File: config.mk
export PLATFORM = sky130hd
export DESIGN_NAME = instr_fetch
export DESIGN_NICKNAME = d
export VERILOG_FILES = /design/src/rtl/instr_fetch.sv
export SDC_FILE = /design/constraint.sdc
export NUM_CORES = 2
export LEC_CHECK = 0
export CAP_MARGIN = 20
export CORE_UTILIZATION = 39
export CTS_CLUSTER_SIZE = 12
export DETAILED_ROUTE_END_ITERATION = 10
export PLACE_DENSITY = 0.66
export SLEW_MARGIN = 20
export SYNTH_ARGS = -nofsm -noshare
export SYNTH_HDL_FRONTEND = slang
export SYNTH_SLANG_ARGS = --single-unit
File: constraint.sdc
create_clock -name clk -period 3.15 [get_ports clk]
set_input_delay 0.7875 -clock clk [delete_from_list [all_inputs] [get_ports clk]]
set_output_delay 0.7875 -clock clk [all_outputs]
set_load 0.05 [all_outputs]
File: src/rtl/instr_fetch.sv
// Instruction fetch unit: a loadable DEPTH x 32 instruction store that issues words to a
// processor over a valid/ready handshake, starting at word 0 and stopping at HALT_WORD or the last word.
module instr_fetch #(
  parameter int unsigned   DEPTH     = 64,
  parameter int unsigned   AW        = 6,
  parameter logic [31:0]   HALT_WORD = 32'hFFFF_FFFF
) (
  input  logic          clk,
  input  logic          reset,
  input  logic          load_en,
  input  logic [AW-1:0] load_addr,
  input  logic [31:0]   load_data,
  input  logic          start,
  output logic [31:0]   instr_out,
  output logic          instr_valid,
  input  logic          instr_ready,
  output logic [AW+1:0] pc,
  output logic          busy,
  output logic          done
);

  typedef enum logic [1:0] {
    IDLE  = 2'd0,
    FETCH = 2'd1,
    ISSUE = 2'd2,
    DONE  = 2'd3
  } state_e;

  state_e        state_q, state_d;
  logic [AW-1:0] idx_q, idx_d;
  logic [31:0]   instr_q;
  logic [31:0]   mem [DEPTH];

  logic cmd_ok, load_ok, start_ok, is_halt, last_word;

  assign cmd_ok    = (state_q == IDLE) || (state_q == DONE);
  assign load_ok   = cmd_ok && load_en;
  assign start_ok  = cmd_ok && start && !load_en;
  assign is_halt   = (instr_q == HALT_WORD);
  assign last_word = (idx_q == AW'(DEPTH - 1));

  // NOTE: every variable is given its default before the case, so no path can infer a latch.
  always_comb begin
    state_d = state_q;
    idx_d   = idx_q;
    case (state_q)
      IDLE, DONE: begin
        if (start_ok) begin
          idx_d   = '0;
          state_d = FETCH;
        end
      end
      FETCH: state_d = ISSUE;
      ISSUE: begin
        if (is_halt) begin
          state_d = DONE;
        end else if (instr_ready) begin
          if (last_word) begin
            state_d = DONE;
          end else begin
            idx_d   = idx_q + AW'(1);
            state_d = FETCH;
          end
        end
      end
      default: state_d = IDLE;
    endcase
  end

  // NOTE: non-blocking assignments keep every register sampling pre-edge values, whatever the statement order.
  always_ff @(posedge clk) begin
    if (reset) begin
      state_q <= IDLE;
      idx_q   <= '0;
      instr_q <= '0;
    end else begin
      state_q <= state_d;
      idx_q   <= idx_d;
      if (state_q == FETCH) instr_q <= mem[idx_q];
    end
  end

  // NOTE: the store has no reset on purpose; a program survives reset and the array can map to RAM.
  always_ff @(posedge clk) begin
    if (load_ok) mem[load_addr] <= load_data;
  end

  // A fetched halt word spends its one ISSUE cycle invisible to the processor.
  assign instr_valid = (state_q == ISSUE) && !is_halt;
  assign instr_out   = instr_q;
  assign pc          = {idx_q, 2'b00};
  assign busy        = (state_q == FETCH) || (state_q == ISSUE);
  assign done        = (state_q == DONE);

endmodule
# --- After elaboration in Yosys (flattened, before gate mapping) ---
# Memory sizes are Yosys's and may differ from the RTL's. A register that Yosys moved wholly into a read port is not among the register bits.
# Cells that the tools add are included.
classes:
  add_sub_neg: 1
  n_eq_ne: 10
  mux: 12
  reduce_logical: 13
op_table:
  columns: ["op", "count"]
  rows:
  - ["32-bit == test, second input constant", 1]
  - ["6-bit 2-to-1 mux", 4]
  - ["6-bit one-hot mux with 2 select lines", 1]
  - ["2-bit 2-to-1 mux", 4]
  - ["2-bit != test, second input constant", 4]
  - ["6-bit by 1-bit adder with 6-bit output, second input constant", 1]
  - ["6-bit == test, second input constant", 1]
  - ["2-bit one-hot mux with 3 select lines", 1]
  - ["5-bit AND reduction", 1]
  - ["2-bit == test, second input constant", 2]
  - ["1-bit logical AND", 4]
  - ["3-bit != test, second input constant", 1]
  - ["2-bit by 1-bit == test with 1-bit output, second input constant", 1]
  - ["1-bit logical NOT", 2]
  - ["2-bit logical NOT", 1]
  - ["1-bit logical OR", 2]
  - ["1-bit 2-to-1 mux", 2]
  - ["2-bit AND reduction", 1]
  - ["2-bit nonzero test", 1]
  - ["2-bit OR reduction", 1]
word_totals:
  register_bits: 8
  ram_bits: 2048
  input_bits: 43
  out_inout_bits: 43
  elab_cells: 39
  memories: 1
mem_list:
  columns: ["memory", "depth", "word_bits", "rd", "rd_clocked_by_memory_dff", "wr", "line", "source"]
  rows:
  - ["mem", 64, 32, 1, 1, 1, "32", "logic [31:0] mem [DEPTH];"]

# --- Logic depth before layout (Yosys ltp) ---
logic_depth:
  ltp_word: 6
  depth_mapped: 10
  ltp_nobuf: 7

# --- Worst setup path before layout ---
# Ideal clock, no wire load.
synth_timing:
  path_kind: "in2reg"
  startpoint: "in load_addr[3]"
  endpoint: "mem mem[10][0] (enable)"
  setup_time_ps: 421
  arrival_ps: 2968
  required_ps: 2729
  slack_ps: -239
  path_stages: 4
  n_path_buf: 2
  cell_sequence: "clkbuf_1 -> or3b_2 -> clkbuf_1 -> nor2_1"
synth_lines:
  columns: ["element", "line", "source"]
  rows:
  - ["start, declared", "11", "input logic [AW-1:0] load_addr,"]
  - ["end, declared", "32", null]
# Straight into the memory's write port.

# --- Worst setup path in the final report ---
layout_timing:
  startpoint: "reg instr_q[15], in the netlist instr_out[15], read port of mem"
  endpoint: "out instr_valid"
layout_between:
  elab_chain_len: 3
layout_lines:
  columns: ["element", "line", "source"]
  rows:
  - ["start, declared", "31", "logic [31:0] instr_q;"]
  - ["32-bit == test", "39", "assign is_halt = (instr_q == HALT_WORD);"]
  - ["1-bit logical NOT", "89", "assign instr_valid = (state_q == ISSUE) && !is_halt;"]
  - ["1-bit logical AND", "89", null]
  - ["end, declared", "15", "output logic instr_valid,"]
# No other way between the ends.

==> results.json <==
{
  "outcome": "finished clean",
  "cap_violations": 0,
  "tns_ps": 0,
  "p_per_area_nw_per_um2": 598,
  "crit_path_start_kind": "register",
  "first_pass_iters": 5,
  "wirelength_um": 219000,
  "switching_share_pct": 22.0,
  "nets": 4374,
  "final.min_clock_period_ps": 3100,
  "ys_async_sr_fraction_pct": 0,
  "gp_congestion": 0.899,
  "clkTransAtPathRegs_ps": 60,
  "grt_overflow": 0,
  "via_per_inst": 5.83,
  "ys_ff_latch": 2088,
  "grt_pass1_vias": 40700,
  "cts_tree": "done",
  "rsz0062_at_grt": "no",
  "r2r_cells": 7,
  "ys_seq_area_share_pct": 77.2,
  "critPathKind": "reg2out",
  "drc": 0,
  "hold_violations": 0,
  "drt.antenna.violating_nets": 0,
  "ys.flop_type": "edfxtp_1",
  "dp_hpwl_um": 135000,
  "initial_core_util_pct": 39.3,
  "grt_antenna_before_repair": 13,
  "drt-initial-drc-count": 5659,
  "portBuffers": 83,
  "netlist_area_um2": 80700,
  "synth_mux_area_share_pct": 14.6,
  "layout-drive-gt1-share_pct": 25.3,
  "worst-r2r-setup-slack_ps": 130,
  "critPathCaptureType": "output port",
  "synth_xor_area_share_pct": 0,
  "syn_inst": 3900,
  "rows": 166,
  "skew_ps": 72.1,
  "timing.rr.start": "idx_q[2]",
  "ctsHoldBuffers": 0,
  "cts_root_buf": "clkbuf_16",
  "p_clk_share_pct": 40.6,
  "htree_levels": 4,
  "avgRoutedWirePerCell_um": 30.7,
  "fin_crit_sh_pct": 98.3,
  "routed-via-count": 41600,
  "synth_edf_count": 2048,
  "min_path_type": "in2reg",
  "synth-adder-area-share_pct": 0.0620,
  "total_power_mw": 56.6,
  "ir_worst_vdd_mv": 0.697,
  "tightest_slew_ps": 956,
  "synth_compound_area_share_pct": 4.00,
  "synth_warnings": 0,
  "fillCellCount": 16600,
  "synth.distinct_cells": 68,
  "crit_arrival_ps": 2310,
  "max_slew_margin_pct": 36.2,
  "max_freq_mhz": 323,
  "power_leakage_nw": 28.2,
  "cts_made_buffers": 207,
  "cts_max_path_buffers": 3,
  "areaGrowthSynthToFinish_pct": 17.3,
  "core_area_um2": 205000,
  "critical_path.startpoint": "instr_out[15]",
  "hold_depth": 1,
  "grt_usage_pct": 20.8,
  "wl_met2_um": 103000,
  "intPower_mw": 44.1,
  "m1WireLength_um": 87300,
  "combPwrFrac_pct": 4.6,
  "p_seq_share_pct": 54.8,
  "die_x_um": 457,
  "synth-simple-area-share_pct": 2.20,
  "drv_slew": 0,
  "wl_met3_um": 20700,
  "die_h_um": 457,
  "cp_max_fo": 3,
  "grt_pass1_wl_um": 309000,
  "fp.dieArea_um2": 209000,
  "grt_max_degree": 65,
  "cts.sinks": 2088,
  "synth.avg_cell_area_um2": 20.7,
  "synth_top_family_by_area": "multiplexers",
  "dr.max_layer_used": "met5",
  "crit_required_ps": 2360,
  "insertion_delay_ps": 870,
  "setup_viol": 0,
  "p_switching_mw": 12.4,
  "boundaryPins": 86,
  "worstHoldStart": "load_data[11]"
}
==> layout by cell type, fill, tap and decap left out, drive strengths merged, types with 23 or more instances in the layout <==
master	n
nand3	79
a21oi	29
and4	23
a311oi	24
clkdlybuf4s50	41
edfxtp	2048
mux2i	438
o21ai	38
a22oi	188
nor2	133
nand2	58
mux2	28
buf	404
a211oi	26
mux4	312
clkbuf	278
clkinv	56
dfxtp	40
==> stage by stage <==
stage | area (µm²) | util (%) | worst slack [ps] | instances | hold WS, ps
global placement | 88200 | 43.0 | -74.4 | 6799 | 506
detailed placement | 88200 | 43.0 | -15.8 | 6799 | 542
global route | 94600 | 46.1 | 9.84 | 7148 | 304
finish | 94600 | 46.1 | 54.4 | 7149 | 314
CTS | 94500 | 46.1 | 0.858 | 7142 | 288
floorplan | 80700 | - | -239 | 3901 | 487
==> cells by family (layout without fill, tap and decap cells) <==
logic type	after synthesis	after routing
buffers and inverters	239	797
and+or+nand+nor	356	356
muxes	778	778
DFF	2088	2088
other	1	4
adders and majority gates	4	4
AOI/OAI and AO/OA	434	434
==> power groups by stage <==
stage	clock (mW)	sequential [mW]	combinational, mW
finish	23.0	31.0	2.62
global route	24.3	31.0	2.70
CTS	23.3	31.0	2.58
detailed placement	0	31.6	2.56
global placement	0	31.5	2.52
floorplan	0	31.7	0.792
==> path summary, 6_finish.rpt <==
path / endpoint
max: instr_valid
min reg2reg: state_q[1]
min: mem[51][11]
max reg2reg: instr_out[14]
==> routing by layer <==
metal  vias to the layer above  track usage, %
li1                      17100               -
met1                     22000            29.2
met2                      2173            32.5
met3                       344            3.54
met4                         2            7.97
met5                         -               0
==> cells in the mapped netlist, types with 4 or more instances <==
library cell / number / area [µm²]
edfxtp_1: 2048 / 61500
mux2i_1: 438 / 4380
mux4_2: 308 / 6940
a22oi_1: 188 / 1410
nor2_1: 132 / 495
nand3_1: 78 / 390
clkbuf_1: 70 / 263
buf_2: 60 / 300
nand2_1: 58 / 218
buf_4: 43 / 323
dfxtp_1: 40 / 801
o21ai_0: 36 / 180
a21oi_1: 29 / 145
mux2_2: 28 / 315
buf_6: 27 / 304
a211oi_1: 26 / 195
and4_1: 23 / 201
a311oi_1: 22 / 193
o22ai_1: 21 / 131
a221oi_1: 15 / 131
a22o_1: 14 / 123
a211o_1: 13 / 114
buf_1: 12 / 45.0
nor2b_1: 12 / 75.1
o221ai_1: 11 / 96.3
a31oi_1: 10 / 62.6
o221a_2: 9 / 101
a31o_2: 8 / 70.1
buf_12: 8 / 160
buf_8: 8 / 120
nand4_1: 8 / 50.1
inv_1: 7 / 26.3
o31a_1: 7 / 61.3
nand3b_1: 6 / 45.0
nor4_1: 6 / 37.5
o211ai_1: 6 / 45.0
and2_1: 4 / 25.0
and3_1: 4 / 25.0
ha_1: 4 / 50.1
mux4_1: 4 / 105
nand2b_1: 4 / 25.0
or3b_2: 4 / 35.0
==> layout make-up <==
class,count,area [µm²],area share [%]
flip-flops and latches,2088,62300,65.9
multi-input cells,1574,17400,18.4
clock buffers,278,5530,5.84
repair buffers,449,5250,5.55
well taps,2688,3360,3.56
clock inverters,63,706,0.746
inverters,7,26.3,0.0278
diodes,2,5.00,0.00529
==> sequential cells by signal, indices dropped and copies added, names as in the netlist <==
register   cells
state_q        2
mem         2048
instr_out     32
idx_q          6
==> critical path, cell delays in order (launching register included) <==
cell	delay (ps)
dfxtp_1	550
nand4_1	200
nor4_4	320
a21oi_2	150
buf_4	220
==> what timing repair did <==
item                                   4_1_cts  5_1_grt
setup endpoints to repair                   12        3
buffers inserted                             2        5
endpoints found under the hold margin        0        0
cloned                                       0        0
resized for setup                           23        6
pin swaps                                    0        0
Power figures use the tool's default switching activity.
